`src/rtl/pc_unit_if.sv`:
```
// pc_unit_if: fetch-stage control bundle between decode/exception logic and pc_unit
interface pc_unit_if;
  logic        stall;
  logic [25:0] Instr_D;
  logic [31:0] PC_D;
  logic [31:0] rs;
  logic [31:0] A;
  logic [31:0] B;
  logic [3:0]  NPCOp;
  logic        exc_req;
  logic [31:0] exc_pc;
  logic        exc_bd;
  logic        eret;
  logic [31:0] PC_F;
  logic [31:0] npc;
  logic [31:0] EPC;
  logic        exl;
  logic        flush_F;
  logic        bd_F;
  logic        misalign_F;
  modport master (
    output stall, Instr_D, PC_D, rs, A, B, NPCOp, exc_req, exc_pc, exc_bd, eret,
    input  PC_F, npc, EPC, exl, flush_F, bd_F, misalign_F
  );
  modport slave (
    input  stall, Instr_D, PC_D, rs, A, B, NPCOp, exc_req, exc_pc, exc_bd, eret,
    output PC_F, npc, EPC, exl, flush_F, bd_F, misalign_F
  );
endinterface

```
`src/rtl/pc_unit.sv`:
```
// pc_unit: fetch PC, next-PC selection, branch/jump redirect; exception/eret logic enabled by PC_UNIT_EXC_EN
module pc_unit #(
  parameter logic [31:0] RESET_PC   = 32'h0000_3000,
  parameter logic [31:0] EXC_PC     = 32'h0000_4180,
  parameter int          DELAY_SLOT = 1
) (
  input logic clk,
  input logic reset,
  pc_unit_if.slave b
);
  logic [31:0] pc, t, bj_pc;
  logic taken, is_br, is_j, bj, exc_acc, eret_acc;
  assign t = b.PC_D + 32'd4 + {{14{b.Instr_D[15]}}, b.Instr_D[15:0], 2'b00};
  always_comb begin
    taken = 1'b0;
    case (b.NPCOp)
      4'd1: taken = b.A == b.B;
      4'd2: taken = !b.A[31];
      4'd3: taken = !b.A[31] && b.A != '0;
      4'd4: taken = b.A[31] || b.A == '0;
      4'd5: taken = b.A[31];
      4'd6: taken = b.A != b.B;
      default: taken = 1'b0;
    endcase
  end
  assign is_br = b.NPCOp >= 4'd1 && b.NPCOp <= 4'd6;
  assign is_j = b.NPCOp == 4'd7 || b.NPCOp == 4'd8;
  assign bj = taken || is_j;
  assign bj_pc = b.NPCOp == 4'd7 ? {b.PC_D[31:28], b.Instr_D, 2'b00} : b.NPCOp == 4'd8 ? b.rs : t;
`ifdef PC_UNIT_EXC_EN
  typedef enum logic {NORMAL, HANDLER} state_t;
  state_t state;
  logic [31:0] epc, epc_src;
  assign exc_acc = b.exc_req && state == NORMAL;
  assign eret_acc = b.eret && state == HANDLER;
  assign epc_src = b.exc_bd ? b.exc_pc - 32'd4 : b.exc_pc;
  always_ff @(posedge clk or posedge reset)
    if (reset) begin
      state <= NORMAL;
      epc <= '0;
    end else if (exc_acc) begin
      state <= HANDLER;
      epc <= epc_src & ~32'd3;
    end else if (eret_acc) begin
      state <= NORMAL;
    end
  assign b.EPC = epc;
  assign b.exl = state == HANDLER;
`else
  assign exc_acc = 1'b0;
  assign eret_acc = 1'b0;
  assign b.EPC = '0;
  assign b.exl = 1'b0;
`endif
  assign b.npc = exc_acc ? EXC_PC : eret_acc ? b.EPC : bj ? bj_pc : pc + 32'd4;
  // exception entry and eret must move the PC even when the pipeline is stalled
  always_ff @(posedge clk or posedge reset)
    if (reset) pc <= RESET_PC;
    else if (!b.stall || exc_acc || eret_acc) pc <= b.npc;
  assign b.PC_F = pc;
  assign b.misalign_F = |pc[1:0];
  assign b.flush_F = !reset && (exc_acc || eret_acc || (DELAY_SLOT == 0 && !b.stall && bj));
  assign b.bd_F = !reset && DELAY_SLOT != 0 && (is_br || is_j);
endmodule

```
`src/flat_wrapper.sv`:
```
// flat-port wrapper written by rule: the top's interface ports become plain ports
module pc_unit_flat 
#(
  parameter logic [31:0] RESET_PC   = 32'h0000_3000,
  parameter logic [31:0] EXC_PC     = 32'h0000_4180,
  parameter int          DELAY_SLOT = 1
)
  (clk, reset, b_stall, b_Instr_D, b_PC_D, b_rs, b_A, b_B, b_NPCOp, b_exc_req, b_exc_pc, b_exc_bd, b_eret, b_PC_F, b_npc, b_EPC, b_exl, b_flush_F, b_bd_F, b_misalign_F);
  pc_unit_if b_i ();
  input logic clk;
  input logic reset;
  input wire logic [$bits(b_i.stall)-1:0] b_stall;
  input wire logic [$bits(b_i.Instr_D)-1:0] b_Instr_D;
  input wire logic [$bits(b_i.PC_D)-1:0] b_PC_D;
  input wire logic [$bits(b_i.rs)-1:0] b_rs;
  input wire logic [$bits(b_i.A)-1:0] b_A;
  input wire logic [$bits(b_i.B)-1:0] b_B;
  input wire logic [$bits(b_i.NPCOp)-1:0] b_NPCOp;
  input wire logic [$bits(b_i.exc_req)-1:0] b_exc_req;
  input wire logic [$bits(b_i.exc_pc)-1:0] b_exc_pc;
  input wire logic [$bits(b_i.exc_bd)-1:0] b_exc_bd;
  input wire logic [$bits(b_i.eret)-1:0] b_eret;
  output wire logic [$bits(b_i.PC_F)-1:0] b_PC_F;
  output wire logic [$bits(b_i.npc)-1:0] b_npc;
  output wire logic [$bits(b_i.EPC)-1:0] b_EPC;
  output wire logic [$bits(b_i.exl)-1:0] b_exl;
  output wire logic [$bits(b_i.flush_F)-1:0] b_flush_F;
  output wire logic [$bits(b_i.bd_F)-1:0] b_bd_F;
  output wire logic [$bits(b_i.misalign_F)-1:0] b_misalign_F;
  assign b_i.stall = b_stall;
  assign b_i.Instr_D = b_Instr_D;
  assign b_i.PC_D = b_PC_D;
  assign b_i.rs = b_rs;
  assign b_i.A = b_A;
  assign b_i.B = b_B;
  assign b_i.NPCOp = b_NPCOp;
  assign b_i.exc_req = b_exc_req;
  assign b_i.exc_pc = b_exc_pc;
  assign b_i.exc_bd = b_exc_bd;
  assign b_i.eret = b_eret;
  assign b_PC_F = b_i.PC_F;
  assign b_npc = b_i.npc;
  assign b_EPC = b_i.EPC;
  assign b_exl = b_i.exl;
  assign b_flush_F = b_i.flush_F;
  assign b_bd_F = b_i.bd_F;
  assign b_misalign_F = b_i.misalign_F;
  pc_unit #(.RESET_PC(RESET_PC), .EXC_PC(EXC_PC), .DELAY_SLOT(DELAY_SLOT)) u_core (.clk(clk), .reset(reset), .b(b_i));
endmodule
```
`config.mk`:
```
export PLATFORM = sky130hd
export DESIGN_NAME = pc_unit_flat
export DESIGN_NICKNAME = d
export VERILOG_FILES = /design/src/rtl/pc_unit_if.sv /design/src/rtl/pc_unit.sv /design/src/flat_wrapper.sv
export SDC_FILE = /design/constraint.sdc
export NUM_CORES = 1
export LEC_CHECK = 0
export ABC_CLOCK_PERIOD_IN_PS = 8500
export CORE_MARGIN = 5
export CORE_UTILIZATION = 35
export DETAILED_ROUTE_END_ITERATION = 8
export HOLD_SLACK_MARGIN = 0.05
export PLACE_DENSITY = 0.8
export SYNTH_ARGS = -nofsm -noshare
export SYNTH_HDL_FRONTEND = slang
export SYNTH_SLANG_ARGS = --single-unit
```
`constraint.sdc`:
```
create_clock -name clk -period 8.5 [get_ports clk]
set_input_delay 1.275 -clock clk [delete_from_list [all_inputs] [get_ports clk]]
set_output_delay 1.275 -clock clk [all_outputs]
set_load 0.01 [all_outputs]
```
# ---- Word level (Yosys, flattened, before mapping)
# Cells that the tools add are included.
# Widths: inputs -> output; s select.
dict set report totals {
  regBits 32
  output_inout_bits 100
  elab_cells 32
}
dict set report classes {
  n_addsub 3
  n_lt_le_gt_ge 2
  eq_ne 10
  muxes 4
  reduce_logical 12
}
# cell count
set ops {}
lappend ops {{$mux 32} 3}
lappend ops {{$add 32x3->32 const B} 2}
lappend ops {{$add 32x32->32} 1}
lappend ops {{$eq 32x32->1} 1}
lappend ops {{$logic_not 32->1} 1}
lappend ops {{$ne 32x32->1} 1}
lappend ops {{$reduce_bool 32->1} 1}
lappend ops {{$eq 4x3->1 const B} 4}
lappend ops {{$eq 4x2->1 const B} 2}
lappend ops {{$pmux 1 s6} 1}
lappend ops {{$eq 4x1->1 const B} 1}
lappend ops {{$eq 4x4->1 const B} 1}
lappend ops {{$ge 4x1->1 const B} 1}
lappend ops {{$le 4x3->1 const B} 1}
lappend ops {{$logic_or 1x1->1} 4}
lappend ops {{$logic_and 1x1->1} 3}
lappend ops {{$logic_not 1->1} 2}
lappend ops {{$reduce_or 2->1} 1}

# ---- Longest topological paths before layout
# Gate-level depths: netlist of the first run.
dict set report depth {
  word_depth 5
  mapped_depth 13
  ltp_nobuf 13
}

# ---- Worst setup path before layout of the first run
# No wires, ideal clock.
dict set report synth_path {
  kind {input -> output}
  from {input b_PC_D[3]}
  to {output b_npc[21]}
  arrival_time_ns 3.862
  required_time_ns 7.225
  setup_slack_ns 3.363
  cell_stages 11
  n_path_buf 0
  path_cell_list {ha_1 -> ha_1 -> fa_1 -> a211oi_2 -> o211ai_1 -> a2111oi_2 -> nor2_2 -> a221oi_2 -> xor2_1 -> a21o_1 -> mux2i_1}
}
dict set report synth_via {
  elab_chain_cells 5
}
# item line_no
set synth_rtl {}
lappend synth_rtl {{start, declared} flat_wrapper.sv:14} ;# input wire logic [$bits(b_i.PC_D)-1:0] b_PC_D;
lappend synth_rtl {{$add 32x3->32} pc_unit.sv:13} ;# assign t = b.PC_D + 32'd4 + {{14{b.Instr_D[15]}}, b.Instr_D[15:0], 2'b00};
lappend synth_rtl {{$add 32x32->32} pc_unit.sv:13}
lappend synth_rtl {{$mux 32 (2 in a row)} pc_unit.sv:29} ;# assign bj_pc = b.NPCOp == 4'd7 ? {b.PC_D[31:28], b.Instr_D, 2'b00} : b.NPCOp == 4'd8 ? b.rs : t;
lappend synth_rtl {{$mux 32} pc_unit.sv:55} ;# assign b.npc = exc_acc ? EXC_PC : eret_acc ? b.EPC : bj ? bj_pc : pc + 32'd4;
lappend synth_rtl {{end, declared} flat_wrapper.sv:24} ;# output wire logic [$bits(b_i.npc)-1:0] b_npc;
# Every way passes these cells.

# ---- Final worst setup path of the first run
dict set report layout_path {
  from {input b_Instr_D[15]}
  to {output b_npc[29]}
}
dict set report layout_via {
  elab_chain_cells 4
}
# item line_no
set layout_rtl {}
lappend layout_rtl {{start, declared} flat_wrapper.sv:13} ;# input wire logic [$bits(b_i.Instr_D)-1:0] b_Instr_D;
lappend layout_rtl {{$add 32x32->32} pc_unit.sv:13}
lappend layout_rtl {{$mux 32 (2 in a row)} pc_unit.sv:29}
lappend layout_rtl {{$mux 32} pc_unit.sv:55}
# Every way passes these cells.

==> qor.yml, run 1 <==
synth_top_family_by_area: "compound AO/OA/AOI/OAI gates"
port_buffers: 226
hp-class: "register to register"
cts_buffers: 5
synthCells: 773
final-hold-violation-count: 0
final_cell_mix: "226 x clkdlybuf4s50_1, 83 x a21oi_1, 58 x ha_1"
die_y_um: 140
status: "finished, final reports clean"
wl_met1_um: 8680
cts_resized: 0
cp_slowest_cell: "clkdlybuf4s50_1"
grt_pass1_vias: 6565
die_w_um: 140
num_rows: 47
top_layer: "met4"
fin_nets: 1225
gp_congestion: 0.937
internal_power_uw: 787
max_freq_ghz: 0.149
drt-total-wl_um: 22500
worstSetupPathType: "primary input to primary output"
dr.pass1.iters: 4
yosys_warnings: 0
maxCapViolCount: 0
start_util: 0.357
ys_ff_latch: 32
reg2reg_from: "u_core.b.PC_F[2]"
drt_iter0_markers: 403
yosys.area_share.xor_xnor: 0.120
area_growth_syn_to_layout_pct: 41.1
power_frac_comb: 0.630
coreArea_mm2: 0.0166
clock_skew_ns: 0.00526
yosys.cell_types.count: 74
synth_mux_area_frac: 0.0327
power_density_mw_per_mm2: 160
leakage_nw: 3.42
ys_seq_area_frac: 0.136
overflow: 0
startpoint_type: "primary input"
synth_flop_cell: "dfrtp_1"
p_clk_frac: 0.154
wl_per_cell_um: 18.9
end_kind: "primary output"
final_common_cell: "clkdlybuf4s50_1"
ys_async_sr_fraction: 1.00
cp-endpoint: "b_npc[29]"
tritoncts: "done"
largest_register_ffs: 32
cp_cell_sequence: "clkdlybuf4s50_1 > ha_1 > ha_1 > a21oi_1 > o21ai_0 > o211ai_1 > a21oi_1 > o21ai_0 > mux2i_1 > o21ai_0 > a22oi_1 > clkdlybuf4s50_1"
cts.reportedPaths.clkPinSlew_ns: 0.06
hpwlAfterDp_um: 18000
timing.critical_path.mode_cell: "o21ai_0"
synth-simple-area-share: 0.216
die-area_mm2: 0.0196
r2r_cells: 9
cts_setup_buffers: 0
synth_edf_count: 0
met3RoutedLength_um: 2230
seqCellArea_um2: 803
clk_latency_ns: 0.28
ir_worst_vdd_mv: 0.154
rsz0062_at_grt: "false"
h-tree-depth: 2
fin_setup_tns_ns: 0
grt_max_degree: 79
tightest_slew_ns: 0.924
fillCellCount: 1606
slew_viol_final: 0
root_buffer: "clkbuf_16"
vias: 6620
r2r_slack_ns: 5.78
p_sw_frac: 0.411
synth.avg_cell_area_um2: 7.67
slowest_delay_ns: 0.90
synthAdderAreaFrac: 0.126
p_switching_uw: 549
setup_violations: 0
io_pins: 296
drc: 0
synth_compound_area_frac: 0.280
antenna_found_initial: 1
dp_slack_ns: 1.86
grt_use_total: 0.218
arrival_ns: 5.43
finalCritPeriodShare: 0.789
fin_ws_ns: 1.79
netlist_area_mm2: 0.00593
clk_path_buf_depth: 2
fin_crit_ns: 6.71
crit_fanout: 16
critical_path.startpoint: "b_Instr_D[15]"
required_ns: 7.22
r2r_end: "u_core.b.PC_F[28]"
grt_pass1_wl_um: 34600
antenna_left: 0
multi_input_area_mm2: 0.00472
cts_num_sinks: 32
viasPerCell: 5.55
relSlewSlack: 0.382
drive_gt1_frac: 0.0515
holdBufCountCts: 0
seqPwrFrac: 0.216
dr_wl_met2_um: 11000
==> power by group through the flow <==
stage          Sequential [mW]  Combinational, mW  Clock [mW]
6_report                 0.289              0.842       0.205
5_1_grt                  0.299              0.918       0.214
4_1_cts                  0.286              0.845       0.205
3_5_place_dp             0.287              0.838           0
3_3_place_gp             0.285              0.830           0
2_1_floorplan            0.285              0.452           0
==> worst min-delay path by stage <==
stage,from,endpoint,slack (ns),cells after the start
after floorplan,u_core.b.PC_F[12],u_core.b.PC_F[12],0.55,1
after global placement,u_core.b.PC_F[12],u_core.b.PC_F[12],0.54,1
after detailed placement,u_core.b.PC_F[12],u_core.b.PC_F[12],0.55,1
after CTS,u_core.b.PC_F[12],u_core.b.PC_F[12],0.56,1
after global routing,u_core.b.PC_F[12],u_core.b.PC_F[12],0.57,1
final,u_core.b.PC_F[12],u_core.b.PC_F[12],0.56,1
==> layer usage <==
metal,vias up,global-route usage
met5,-,0
met4,0,0.0627
met3,31,0.0770
met2,282,0.397
li1,3220,-
met1,3087,0.237
==> logic make-up after synthesis <==
logic type               count (synthesis)
other                                    1
XOR/XNOR                                81
AO/OA/AOI/OAI                          249
buffers and inverters                   97
AND/OR/NAND/NOR                        236
adder cells (fa/ha/maj)                 59
flip-flops                              32
multiplexers                            18
==> cells in the mapped netlist (7+ instances only) <==
cell type,instances,area (um^2)
nand2b_1,7,43.8
ha_1,58,726
and2_1,8,50.1
nor2_1,52,195
and3_1,14,87.6
xor2_1,50,438
o21a_1,7,52.6
buf_4,35,263
nand3_1,19,95.1
a21o_1,16,120
o22a_1,7,61.3
a21oi_1,83,415
mux2_2,11,124
nor3_1,8,40.0
o31ai_1,7,52.6
nand4_1,13,81.3
or3_1,7,43.8
mux2i_1,7,70.1
nor4_1,20,125
clkbuf_1,24,90.1
o22ai_1,9,56.3
nand2_1,55,206
o211ai_1,13,97.6
buf_2,10,50.1
inv_1,21,78.8
a31oi_1,11,68.8
a211oi_1,9,67.6
dfrtp_1,30,751
xnor2_1,31,272
o21ai_0,38,190
==> stage by stage <==
stage | instance area [um^2] | power, mW | hold slack, ns | std cells | utilization
after global routing | 8360 | 1.43 | 0.571 | 1192 | 0.504
after detailed placement | 8190 | 1.12 | 0.552 | 1183 | 0.494
after global placement | 8190 | 1.11 | 0.540 | 1183 | 0.494
after floorplan | 6050 | 0.738 | 0.547 | 806 | -
after CTS | 8360 | 1.34 | 0.560 | 1191 | 0.504
final | 8360 | 1.34 | 0.557 | 1192 | 0.504
==> worst max-delay path, delay by kind of cell <==
kind	cells	cell delay, ns
adders and majority gates	2	0.82
AOI/OAI and AO/OA	7	1.76
muxes	1	0.15
buffers and inverters	2	1.43
==> layout make-up <==
class                   count  share of cell area
multi-input cells         677               0.565
repair buffers            233               0.277
flip-flops and latches     32              0.0961
well taps                 220              0.0329
clock buffers               6              0.0154
inverters                  21             0.00943
clock inverters             2             0.00419
diodes                      1            0.000299
Power figures use the tool's default switching activity.
==> run 2, diff against run 1 <==
--- a/config.mk
+++ b/config.mk
@@ -5,12 +5,12 @@
 export SDC_FILE = /design/constraint.sdc
 export NUM_CORES = 1
 export LEC_CHECK = 0
-export ABC_CLOCK_PERIOD_IN_PS = 8500
+export ABC_CLOCK_PERIOD_IN_PS = 6000
 export CORE_MARGIN = 5
 export CORE_UTILIZATION = 35
 export DETAILED_ROUTE_END_ITERATION = 8
 export HOLD_SLACK_MARGIN = 0.05
-export PLACE_DENSITY = 0.8
+export PLACE_DENSITY = 0.83
 export SYNTH_ARGS = -nofsm -noshare
 export SYNTH_HDL_FRONTEND = slang
 export SYNTH_SLANG_ARGS = --single-unit
==> constraint.sdc (replaced) <==
create_clock -name clk -period 6 [get_ports clk]
set_input_delay 0.9 -clock clk [delete_from_list [all_inputs] [get_ports clk]]
set_output_delay 0.9 -clock clk [all_outputs]
set_load 0.01 [all_outputs]
==> run 2 against run 1 <==
Against the previous run:
- sequential power up 41%
- sequential share of layout area fell by 0.077 points
- hold slack got worse by 0.0077 ns
- register-to-register slack got worse by 2.5 ns
- first-iteration DRC count is 13% higher
- flip-flop and latch count unchanged
- routed wire length is 1.9% higher
- die area is the same
- clock power is 47% higher
- count of clock-buffer cells in the layout fell by 1
==> qor.yml, run 2 (synthesis results as in run 1) <==
status: "finished, final reports clean"
slew_viol_final: 0  # unchanged
clk_path_buf_depth: 2  # unchanged
clock_skew_ns: 0.00773  # +0.00247 ns
wl_per_cell_um: 19.2  # +1.6%
max_freq_ghz: 0.173
cts_num_sinks: 32  # unchanged
cts_setup_buffers: 0  # unchanged
final_cell_mix: "226 x clkdlybuf4s50_1, 83 x a21oi_1, 58 x ha_1"
hpwlAfterDp_um: 18700  # +3.8%
end_kind: "primary output"
fin_ws_ns: 0.206  # -1.59 ns
die_w_um: 140  # unchanged
power_density_mw_per_mm2: 228  # +43%
hp-class: "register to register"
fin_setup_tns_ns: 0  # unchanged
drt-total-wl_um: 23000  # +1.9%
fillCellCount: 1589  # -1.1%
setup_violations: 0  # unchanged
relSlewSlack: 0.471  # +0.0894
die_y_um: 140  # unchanged
arrival_ns: 4.89  # -0.54 ns
required_ns: 5.10  # -2.12 ns
multi_input_area_mm2: 0.00473  # about the same
crit_family: "compound AO/OA/AOI/OAI gates"
final-hold-violation-count: 0  # unchanged
cp_num_buf_inv: 2  # unchanged
grt_max_degree: 45  # -43%
area_growth_syn_to_layout_pct: 42.2
cts_buffers: 5  # unchanged
grt_pass1_wl_um: 35300  # +1.8%
die-area_mm2: 0.0196  # unchanged
antenna_found_initial: 0  # -1
largest_register_ffs: 32  # unchanged
cp_cell_sequence: "clkdlybuf4s50_1 > ha_1 > ha_1 > fa_1 > a211oi_2 > o211ai_1 > a2111oi_2 > nor2_2 > a221oi_2 > xor2_1 > a21o_1 > mux2i_2 > clkdlybuf4s50_1"
fin_crit_ns: 5.79
drc: 0  # unchanged
slowest_delay_ns: 0.61  # -0.29 ns
tritoncts: "done"
fin_nets: 1230  # +0.41%
overflow: 0  # unchanged
ir_worst_vdd_mv: 0.217  # +41%
crit_fanout: 3  # -13
io_pins: 296  # unchanged
start_util: 0.357  # unchanged
r2r_slack_ns: 3.28  # -2.50 ns
clk_latency_ns: 0.29  # about the same
drt_iter0_markers: 455  # +13%
final_common_cell: "clkdlybuf4s50_1"
port_buffers: 226  # unchanged
coreArea_mm2: 0.0166  # unchanged
startpoint_type: "primary input"
tightest_slew_ns: 0.790  # -0.134 ns
num_rows: 47  # unchanged
viasPerCell: 5.60  # +0.76%
grt_pass1_vias: 6568  # +0.046%
hold_ws_ns: 0.549  # -0.00767 ns
finalCritPeriodShare: 0.966
gp_congestion: 0.987  # +5.3%
root_buffer: "clkbuf_16"
rsz0062_at_grt: "false"
h-tree-depth: 2  # unchanged
dp_slack_ns: 0.213  # -1.65 ns
cts_resized: 0  # unchanged
vias: 6693  # +1.1%
antenna_left: 0  # unchanged
drive_gt1_frac: 0.0584  # +0.00691
final_core_util: 0.508  # +0.00407
final_area_mm2: 0.00843  # +0.81%
seqCellArea_um2: 803  # unchanged
postPlaceCellArea_mm2: 0.00826  # +0.76%
holdBufCountCts: 0  # unchanged
dr.pass1.iters: 6  # +2
cp_slowest_cell: "clkdlybuf4s50_1"
leakage_nw: 3.45  # +0.83%
grt_use_total: 0.223  # +0.00529
maxCapViolCount: 0  # unchanged
cts.reportedPaths.clkPinSlew_ns: 0.06  # about the same
diodes: 0  # -1
worstSetupPathType: "primary input to primary output"
## run 2: cell types whose count changed in the layout (fill, tap and decap cells not counted), sizes merged
| cell | before | now |
|---|---|---|
| clkbuf | 6 | 5 |
| buf | 7 | 12 |
| clkinvlp | 0 | 1 |
| diode | 1 | 0 |
## run 2: metal layers
| metal | GRT usage | up-vias | part of all wire | routed length [um] |
|---|---|---|---|---|
| li1 | - | 3212 | - | - |
| met1 | 0.250 | 3102 | 0.37 | 8500 |
| met2 | 0.397 | 334 | 0.49 | 11200 |
| met3 | 0.0671 | 45 | 0.10 | 2350 |
| met4 | 0.0852 | 0 | 0.038 | 873 |
| met5 | 0 | - | 0 | 0 |
## run 2: final cells by class
class / count / share of cell area
inverter: 21 / 0.00935
timing repair buffer: 238 / 0.282
sequential: 32 / 0.0953
multi-input combinational: 677 / 0.561
clock buffer: 5 / 0.0148
clock inverter: 3 / 0.00505
tap: 220 / 0.0327
## run 2: final timing paths
check	from	to	cells past startpoint
max	b_Instr_D[1]	b_npc[21]	13
min	u_core.b.PC_F[1]	u_core.b.PC_F[1]	1
min reg2reg	u_core.b.PC_F[1]	u_core.b.PC_F[1]	1
min in group asynchronous	reset	u_core.b.PC_F[29]	3
max in group asynchronous	reset	u_core.b.PC_F[13]	3
max reg2reg	u_core.b.PC_F[2]	u_core.b.PC_F[28]	9
## run 2: power by group
part	leakage, nW	internal (mW)	total (mW)	switching (mW)
Combinational	2.99	0.640	1.21	0.575
Sequential	0.371	0.287	0.408	0.121
Clock	0.0798	0.195	0.302	0.107
## run 2: through the flow
stage	instances	total power [mW]
2_1_floorplan	806	1.05
3_3_place_gp	1188	1.59
3_5_place_dp	1188	1.61
4_1_cts	1196	1.93
5_1_grt	1196	2.06
6_report	1196	1.93
==> run 3, diff against run 2 <==
--- a/config.mk
+++ b/config.mk
@@ -11,6 +11,7 @@
 export DETAILED_ROUTE_END_ITERATION = 8
 export HOLD_SLACK_MARGIN = 0.05
 export PLACE_DENSITY = 0.83
+export SKIP_LAST_GASP = 1
 export SYNTH_ARGS = -nofsm -noshare
 export SYNTH_HDL_FRONTEND = slang
 export SYNTH_SLANG_ARGS = --single-unit
==> results of run 3 <==
No change in the layout: final DEF, timing and power equal those of run 2.
